==> config.mk <==
export PLATFORM = sky130hd
export DESIGN_NAME = alu_seq
export DESIGN_NICKNAME = d
export VERILOG_FILES = /design/src/rtl/alu_seq_pkg.sv /design/src/rtl/alu_seq.sv
export SDC_FILE = /design/constraint.sdc
export NUM_CORES = 1
export LEC_CHECK = 0
export BUFFER_PORTS_ARGS = -buffer_cell sky130_fd_sc_hd__buf_2
export CAP_MARGIN = 30
export CORE_ASPECT_RATIO = 1.1
export CORE_MARGIN = 2
export CORE_UTILIZATION = 40
export DETAILED_ROUTE_END_ITERATION = 8
export PLACE_DENSITY = 0.69
export SKIP_CTS_REPAIR_TIMING = 1
export SLEW_MARGIN = 10
export SYNTH_ARGS = -nofsm -noshare
export SYNTH_HDL_FRONTEND = slang
export SYNTH_SLANG_ARGS = --single-unit
==> constraint.sdc <==
create_clock -name clk -period 3.03 [get_ports clk]
set_input_delay 0.606 -clock clk [delete_from_list [all_inputs] [get_ports clk]]
set_output_delay 0.606 -clock clk [all_outputs]
set_load 0.05 [all_outputs]
==> src/rtl/alu_seq_pkg.sv <==
// Shared encodings for the ALU issue sequencer: ALUOp codes, RV32I funct3
// codes and the sequencer state type.
package alu_seq_pkg;

    // ALUOp codes understood by the external combinational ALU
    localparam logic [2:0] ALU_ADD  = 3'b000;
    localparam logic [2:0] ALU_SUB  = 3'b001;
    localparam logic [2:0] ALU_AND  = 3'b010;
    localparam logic [2:0] ALU_OR   = 3'b011;
    localparam logic [2:0] ALU_SRL  = 3'b100;
    localparam logic [2:0] ALU_SRA  = 3'b101;
    localparam logic [2:0] ALU_SLT  = 3'b110;
    localparam logic [2:0] ALU_SLTU = 3'b111;

    // RV32I OP / OP-IMM funct3 codes
    localparam logic [2:0] F3_ADD  = 3'b000;
    localparam logic [2:0] F3_SLL  = 3'b001;
    localparam logic [2:0] F3_SLT  = 3'b010;
    localparam logic [2:0] F3_SLTU = 3'b011;
    localparam logic [2:0] F3_XOR  = 3'b100;
    localparam logic [2:0] F3_SR   = 3'b101;
    localparam logic [2:0] F3_OR   = 3'b110;
    localparam logic [2:0] F3_AND  = 3'b111;

    typedef enum logic [2:0] {
        IDLE,
        EXEC,
        XOR_OR,
        XOR_AND,
        XOR_SUB,
        SLL_LOOP,
        DONE
    } state_t;

endpackage

==> src/rtl/alu_seq.sv <==
// Multi-cycle issue sequencer in front of the external 3-bit-ALUOp ALU.
// Single-pass ops take one EXEC cycle; XOR is built as (A|B)-(A&B) and
// SLL as repeated A+A, both over several ALU passes.
module alu_seq
    import alu_seq_pkg::*;
#(
    parameter int XLEN = 32,
    parameter int SHW  = 5
) (
    input  logic            clk,
    input  logic            rst_n,
    input  logic            in_valid,
    output logic            in_ready,
    input  logic [2:0]      in_funct3,
    input  logic            in_f7b5,
    input  logic            in_is_imm,
    input  logic [XLEN-1:0] in_rs1,
    input  logic [XLEN-1:0] in_rs2,
    input  logic [XLEN-1:0] in_imm,
    input  logic [4:0]      in_rd,
    output logic [XLEN-1:0] alu_a,
    output logic [XLEN-1:0] alu_b,
    output logic [2:0]      alu_op,
    input  logic [XLEN-1:0] alu_c,
    output logic            out_valid,
    input  logic            out_ready,
    output logic [XLEN-1:0] out_result,
    output logic [4:0]      out_rd,
    output logic            busy
);

    state_t            state, state_next;
    logic [XLEN-1:0]   a_q, b_q, tmp, tmp2, acc;
    logic [2:0]        op_q;
    logic [SHW-1:0]    cnt;

    logic [XLEN-1:0]   b_sel, b_shamt, dec_b;
    logic [2:0]        dec_op;
    state_t            dec_state;

    // Decode the incoming instruction into ALUOp, operand B and first state
    always_comb begin
        b_sel     = in_is_imm ? in_imm : in_rs2;
        b_shamt   = {{(XLEN-SHW){1'b0}}, b_sel[SHW-1:0]};
        dec_b     = b_sel;
        dec_op    = ALU_ADD;
        dec_state = EXEC;
        case (in_funct3)
            F3_ADD:  dec_op = (!in_is_imm && in_f7b5) ? ALU_SUB : ALU_ADD;
            F3_SLL: begin
                // A zero shift degenerates to A + 0 through a plain EXEC pass
                dec_b  = b_shamt;
                dec_op = ALU_ADD;
                if (b_shamt != '0) dec_state = SLL_LOOP;
            end
            F3_SLT:  dec_op = ALU_SLT;
            F3_SLTU: dec_op = ALU_SLTU;
            F3_XOR:  dec_state = XOR_OR;
            F3_SR: begin
                dec_b  = b_shamt;
                dec_op = in_f7b5 ? ALU_SRA : ALU_SRL;
            end
            F3_OR:   dec_op = ALU_OR;
            F3_AND:  dec_op = ALU_AND;
            default: dec_op = ALU_ADD;
        endcase
    end

    // State register
    always_ff @(posedge clk or negedge rst_n) begin
        if (!rst_n) state <= IDLE;
        else        state <= state_next;
    end

    // Next-state logic and ALU drive / handshake outputs
    always_comb begin
        state_next = state;
        alu_a      = '0;
        alu_b      = '0;
        alu_op     = ALU_ADD;
        in_ready   = 1'b0;
        out_valid  = 1'b0;
        case (state)
            IDLE: begin
                in_ready = 1'b1;
                if (in_valid) state_next = dec_state;
            end
            EXEC: begin
                alu_a      = a_q;
                alu_b      = b_q;
                alu_op     = op_q;
                state_next = DONE;
            end
            XOR_OR: begin
                alu_a      = a_q;
                alu_b      = b_q;
                alu_op     = ALU_OR;
                state_next = XOR_AND;
            end
            XOR_AND: begin
                alu_a      = a_q;
                alu_b      = b_q;
                alu_op     = ALU_AND;
                state_next = XOR_SUB;
            end
            XOR_SUB: begin
                alu_a      = tmp;
                alu_b      = tmp2;
                alu_op     = ALU_SUB;
                state_next = DONE;
            end
            SLL_LOOP: begin
                alu_a  = acc;
                alu_b  = acc;
                alu_op = ALU_ADD;
                if (cnt == SHW'(1)) state_next = DONE;
            end
            DONE: begin
                out_valid = 1'b1;
                if (out_ready) state_next = IDLE;
            end
            default: state_next = IDLE;
        endcase
    end

    assign busy = (state != IDLE);

    // Operand capture and per-pass result registers
    always_ff @(posedge clk or negedge rst_n) begin
        if (!rst_n) begin
            a_q        <= '0;
            b_q        <= '0;
            op_q       <= ALU_ADD;
            tmp        <= '0;
            tmp2       <= '0;
            acc        <= '0;
            cnt        <= '0;
            out_result <= '0;
            out_rd     <= '0;
        end else begin
            case (state)
                IDLE: begin
                    if (in_valid) begin
                        a_q    <= in_rs1;
                        b_q    <= dec_b;
                        op_q   <= dec_op;
                        out_rd <= in_rd;
                        acc    <= in_rs1;
                        cnt    <= dec_b[SHW-1:0];
                    end
                end
                EXEC:    out_result <= alu_c;
                XOR_OR:  tmp        <= alu_c;
                XOR_AND: tmp2       <= alu_c;
                XOR_SUB: out_result <= alu_c;
                SLL_LOOP: begin
                    acc <= alu_c;
                    cnt <= cnt - 1'b1;
                    if (cnt == SHW'(1)) out_result <= alu_c;
                end
                default: ;
            endcase
        end
    end

endmodule

# Word-level counts from Yosys, hierarchy flattened
# Cells that the tools add are included.
classes:
  addsub: 1
  mux: 22
  eq_ne: 17
  n_reduce_logical: 15
op_table:
  columns: ["operator", "n"]
  rows:
  - ["32-bit case mux with 3 select lines", 2]
  - ["32-bit two-way mux", 4]
  - ["32-bit case mux with 2 select lines", 2]
  - ["3-bit case mux with 6 select lines", 2]
  - ["3-bit equality test (second input constant)", 7]
  - ["3-bit by 2-bit equality test with 1-bit output (second input constant)", 4]
  - ["3-bit two-way mux", 4]
  - ["3-bit case mux with 4 select lines", 1]
  - ["5-bit case mux with 2 select lines", 1]
  - ["3-bit by 1-bit equality test with 1-bit output (second input constant)", 2]
  - ["3-bit logical NOT", 2]
  - ["2-bit != test (second input constant)", 3]
  - ["3-bit case mux with 2 select lines", 1]
  - ["2-bit AND reduction", 3]
  - ["5-bit by 1-bit equality test with 1-bit output (second input constant)", 1]
  - ["5-bit two-way mux", 1]
  - ["5-bit nonzero test", 1]
  - ["5-bit by 1-bit subtractor with 5-bit output (second input constant)", 1]
  - ["1-bit two-way mux", 4]
  - ["2-bit nonzero test", 2]
  - ["2-bit OR reduction", 2]
  - ["3-bit AND reduction", 1]
  - ["3-bit nonzero test", 1]
  - ["3-bit OR reduction", 1]
  - ["other kinds (2)", 2]
word_totals:
  output_inout_bits: 107
  elab_cells: 65
  regBits: 208

# Logic depth before layout (Yosys ltp)
depth:
  ltp_word: 6
  mapped_depth: 7
  ltp_nobuf: 5

# Worst setup path after synthesis
# Ideal clock, no wire load.
synth_timing:
  kind: "flip-flop to output port"
  startpoint: "register state[0]"
  endpoint: "output alu_b[24]"
  slack_ns: 0.188
  t_arrival_ns: 2.236
  stages_incl_launch_ff: 7
  path_cell_list: "dfrtp_1 -> buf_4 -> buf_4 -> buf_4 -> buf_2 -> mux2i_1 -> o21ai_0"
synth_between:
  elab_chain_len: 3
  word_cells_on_any_way: 7
synth_lines:
  columns: ["element", "line_no", "source"]
  rows:
  - ["start, declared", "alu_seq.sv:32", "state_t state, state_next;"]
  - ["start signal, assigned", "alu_seq.sv:72", "else state <= state_next;"]
  - ["3-bit by 2-bit equality test with 1-bit output or 3-bit by 1-bit equality test with 1-bit output (tied branches)", "alu_seq.sv:83", "case (state)"]
  - ["3-bit OR reduction (no line)", null, null]
  - ["32-bit case mux with 3 select lines *", "alu_seq.sv:83", null]
  - ["end, declared", "alu_seq.sv:22", "output logic [XLEN-1:0] alu_b,"]
# Every way passes the cells marked *; elsewhere a longest branch is shown, timed or not.

# Worst setup path after layout
layout_timing:
  startpoint: "register state[1]"
  endpoint: "output alu_b[1]"
# The elaborated chain is that of the path after synthesis.

==> impl_metrics.ini <==
[clock_tree]
numCtsBuffers = 23
clockBufferDepth = 3
clock_latency_ns = 0.50
cts.sinks = 208
cts_max_level = 1
path_clk_slew_ns = 0.06
cts_root_buf = clkbuf_16
cts_tree = done

[critical_path]
startpoint_type = flop
worstPathArrival_ns = 2.30
cp_max_fo = 36
critPathMaxStageDelay_ns = 0.54
cp_slowest_cell = dfrtp_2
crit_required_ns = 2.42
endpoint_kind = output port
critPathKind = flop to output port
worstPathCellList = nor2_1 > nor2_4 > buf_12 > nand2_1 > o21ai_0 > buf_2

[drt]
drt_iter0_drc = 409
wl_per_cell_um = 18.0
drtAntennaViolNets = 0
wirelength_um = 27200
drc = 0
viasPerCell = 5.18
dr_total_vias = 7810
firstDrtPassIters = 4

[power_and_ir_drop]
pwr_density_cell_nw_per_um2 = 1360
ir_drop_mv = 0.750
p_leak_nw = 6.13
power.total_mw = 16.6

[placed_design]
dpl.hpwl_um = 18100
post-place-ws_ns = 0.471
gp_congestion = 0.829
place_area_um2 = 11500
placed_cells = 1463
io_buffers = 248

[final_layout]
finalNonFillerCells = 1507
fillCellCount = 2290
nets = 1322
post-route-util = 0.504
multi_input_area_um2 = 4330
layout-drive-gt1-share = 0.353
syn_to_final_growth_pct = 24.4
fin_area_um2 = 12300
regArea_um2 = 5210

[flow_run]
max_cap_viol_count = 0

[floorplanning]
ioPinCount = 249
die_h_um = 169
coreArea_um2 = 24300
die_w_um = 154
dieArea_um2 = 25900
placementRows = 60
initial_core_util = 0.405

[global_route]
grt_pass1_wl_um = 42600
grt_max_degree = 78
track_usage = 0.206
antenna_found_initial = 2
grt_pass1_vias = 7873
grt_overflow = 0

[logic_synthesis]
synth_ff_type = dfrtp_1
synth-seq-cells = 208
synth_cells = 941
synth.distinct_cells = 46
synth_edf_count = 0
ys_seq_area_frac = 0.528
async_flop_share = 1.00
yosysWarnings = 0
synth_area_um2 = 9860
avgSynthCellArea_um2 = 10.5
synth_fp_nets = 1085

[sta]
setup_ws_ns = 0.120
max_freq_mhz = 344
finalClockSkew_ns = 0.0144
fin_crit_ns = 2.91
setup_viol = 0
drv_slew = 0
worst_slew_pin_slew_ns = 0.880
fin_crit_sh = 0.960
slew_headroom = 0.412
hold_ws_ns = 0.124
final.setup.tns_ns = 0
rsz0062_at_grt = no
hold_viol = 0

[hold_path]
hold_path_class = input port to async pin

[status]
outcome = finished, final reports clean
-- final timing paths --
check                           startpoint        end  slack (ns)  cells after the start
worst max-delay path              state[1]   alu_b[1]        0.12                      6
worst min-delay path                 rst_n     a_q[0]        0.12                      1
worst max register to register    state[0]    b_q[14]        0.50                      6
worst min register to register     a_q[20]    a_q[20]        0.47                      2
max in group asynchronous            rst_n   tmp2[31]        2.13                      2
min in group clk                  in_rd[1]  out_rd[1]        0.29                      3
-- routing by layer --
| layer | vias to the layer above | GRT usage | wire length [um] |
|---|---|---|---|
| li1 | 3671 | - | - |
| met1 | 3858 | 0.273 | 11700 |
| met2 | 231 | 0.340 | 13100 |
| met3 | 50 | 0.0389 | 1610 |
| met4 | 0 | 0.0734 | 738 |
| met5 | - | 0 | 0 |
-- synth_stat cells (all sizes together), types with 3 or more instances --
| cell | number | share of area |
|---|---|---|
| mux2i | 96 | 0.097 |
| a21oi | 9 | 0.0046 |
| inv | 6 | 0.0023 |
| buf | 48 | 0.030 |
| nand3 | 33 | 0.017 |
| mux2 | 96 | 0.12 |
| nor2b | 5 | 0.0032 |
| nand2b | 3 | 0.0019 |
| dfrtp | 208 | 0.53 |
| o21ai | 96 | 0.049 |
| nand2 | 281 | 0.11 |
| nor2 | 15 | 0.0067 |
| o211ai | 3 | 0.0023 |
| clkbuf | 12 | 0.0046 |
-- flip-flops by register name, summed over array words and instances, names as in the netlist, 5 cells and up --
register,count
cnt,5
a_q,32
tmp,32
b_q,32
tmp2,32
acc,32
out_result,32
out_rd,5
-- layout by cell type, fill, tap and decap left out, types with 2 or more instances in the layout --
master	count
nand2_1	279
buf_2	247
dfrtp_1	206
mux2i_1	96
o21ai_0	79
mux2_2	67
nand3_1	33
mux2_4	29
clkbuf_16	23
o21ai_1	17
buf_4	15
nor2_1	11
a21oi_1	9
buf_12	8
clkbuf_8	7
inv_1	5
nor2b_1	5
clkbuf_1	4
diode_2	3
nand2b_1	3
o211ai_1	3
clkinv_2	3
nor2_4	2
nor2_2	2
nor3b_1	2
nor4_1	2
ha_1	2
clkinv_4	2
bufinv_16	2
-- power by group --
part / internal (mW) / switching (mW) / total [mW]
Sequential: 4.17 / 0.804 / 4.98
Clock: 1.72 / 1.15 / 2.86
Combinational: 2.83 / 5.95 / 8.78
Total: 8.72 / 7.90 / 16.6
-- kinds of logic after synthesis --
| family | Yosys count | synth area share |
|---|---|---|
| AND/OR/NAND/NOR | 353 | 0.149 |
| flip-flops | 208 | 0.528 |
| multiplexers | 192 | 0.218 |
| AO/OA/AOI/OAI | 120 | 0.0656 |
| buffers and inverters | 66 | 0.0364 |
| adder cells (fa/ha/maj) | 2 | 0.00254 |
-- critical path: cells and delay by family (launching register included) --
family          cells  cell delay [ns]
buf+inv             2             0.57
simple gates        3             0.55
flops               1             0.54
compound gates      1             0.11
-- area by class of cell --
| cell class | instances | share of cell area |
|---|---|---|
| Tap cell | 310 | 0.0316 |
| Multi-Input combinational cell | 667 | 0.353 |
| Sequential cell | 208 | 0.425 |
| Timing Repair Buffer | 272 | 0.125 |
| Antenna cell | 3 | 0.000612 |
| Inverter | 6 | 0.00214 |
| Clock buffer | 33 | 0.0549 |
| Clock inverter | 8 | 0.00826 |
Power figures use the tool's default switching activity.
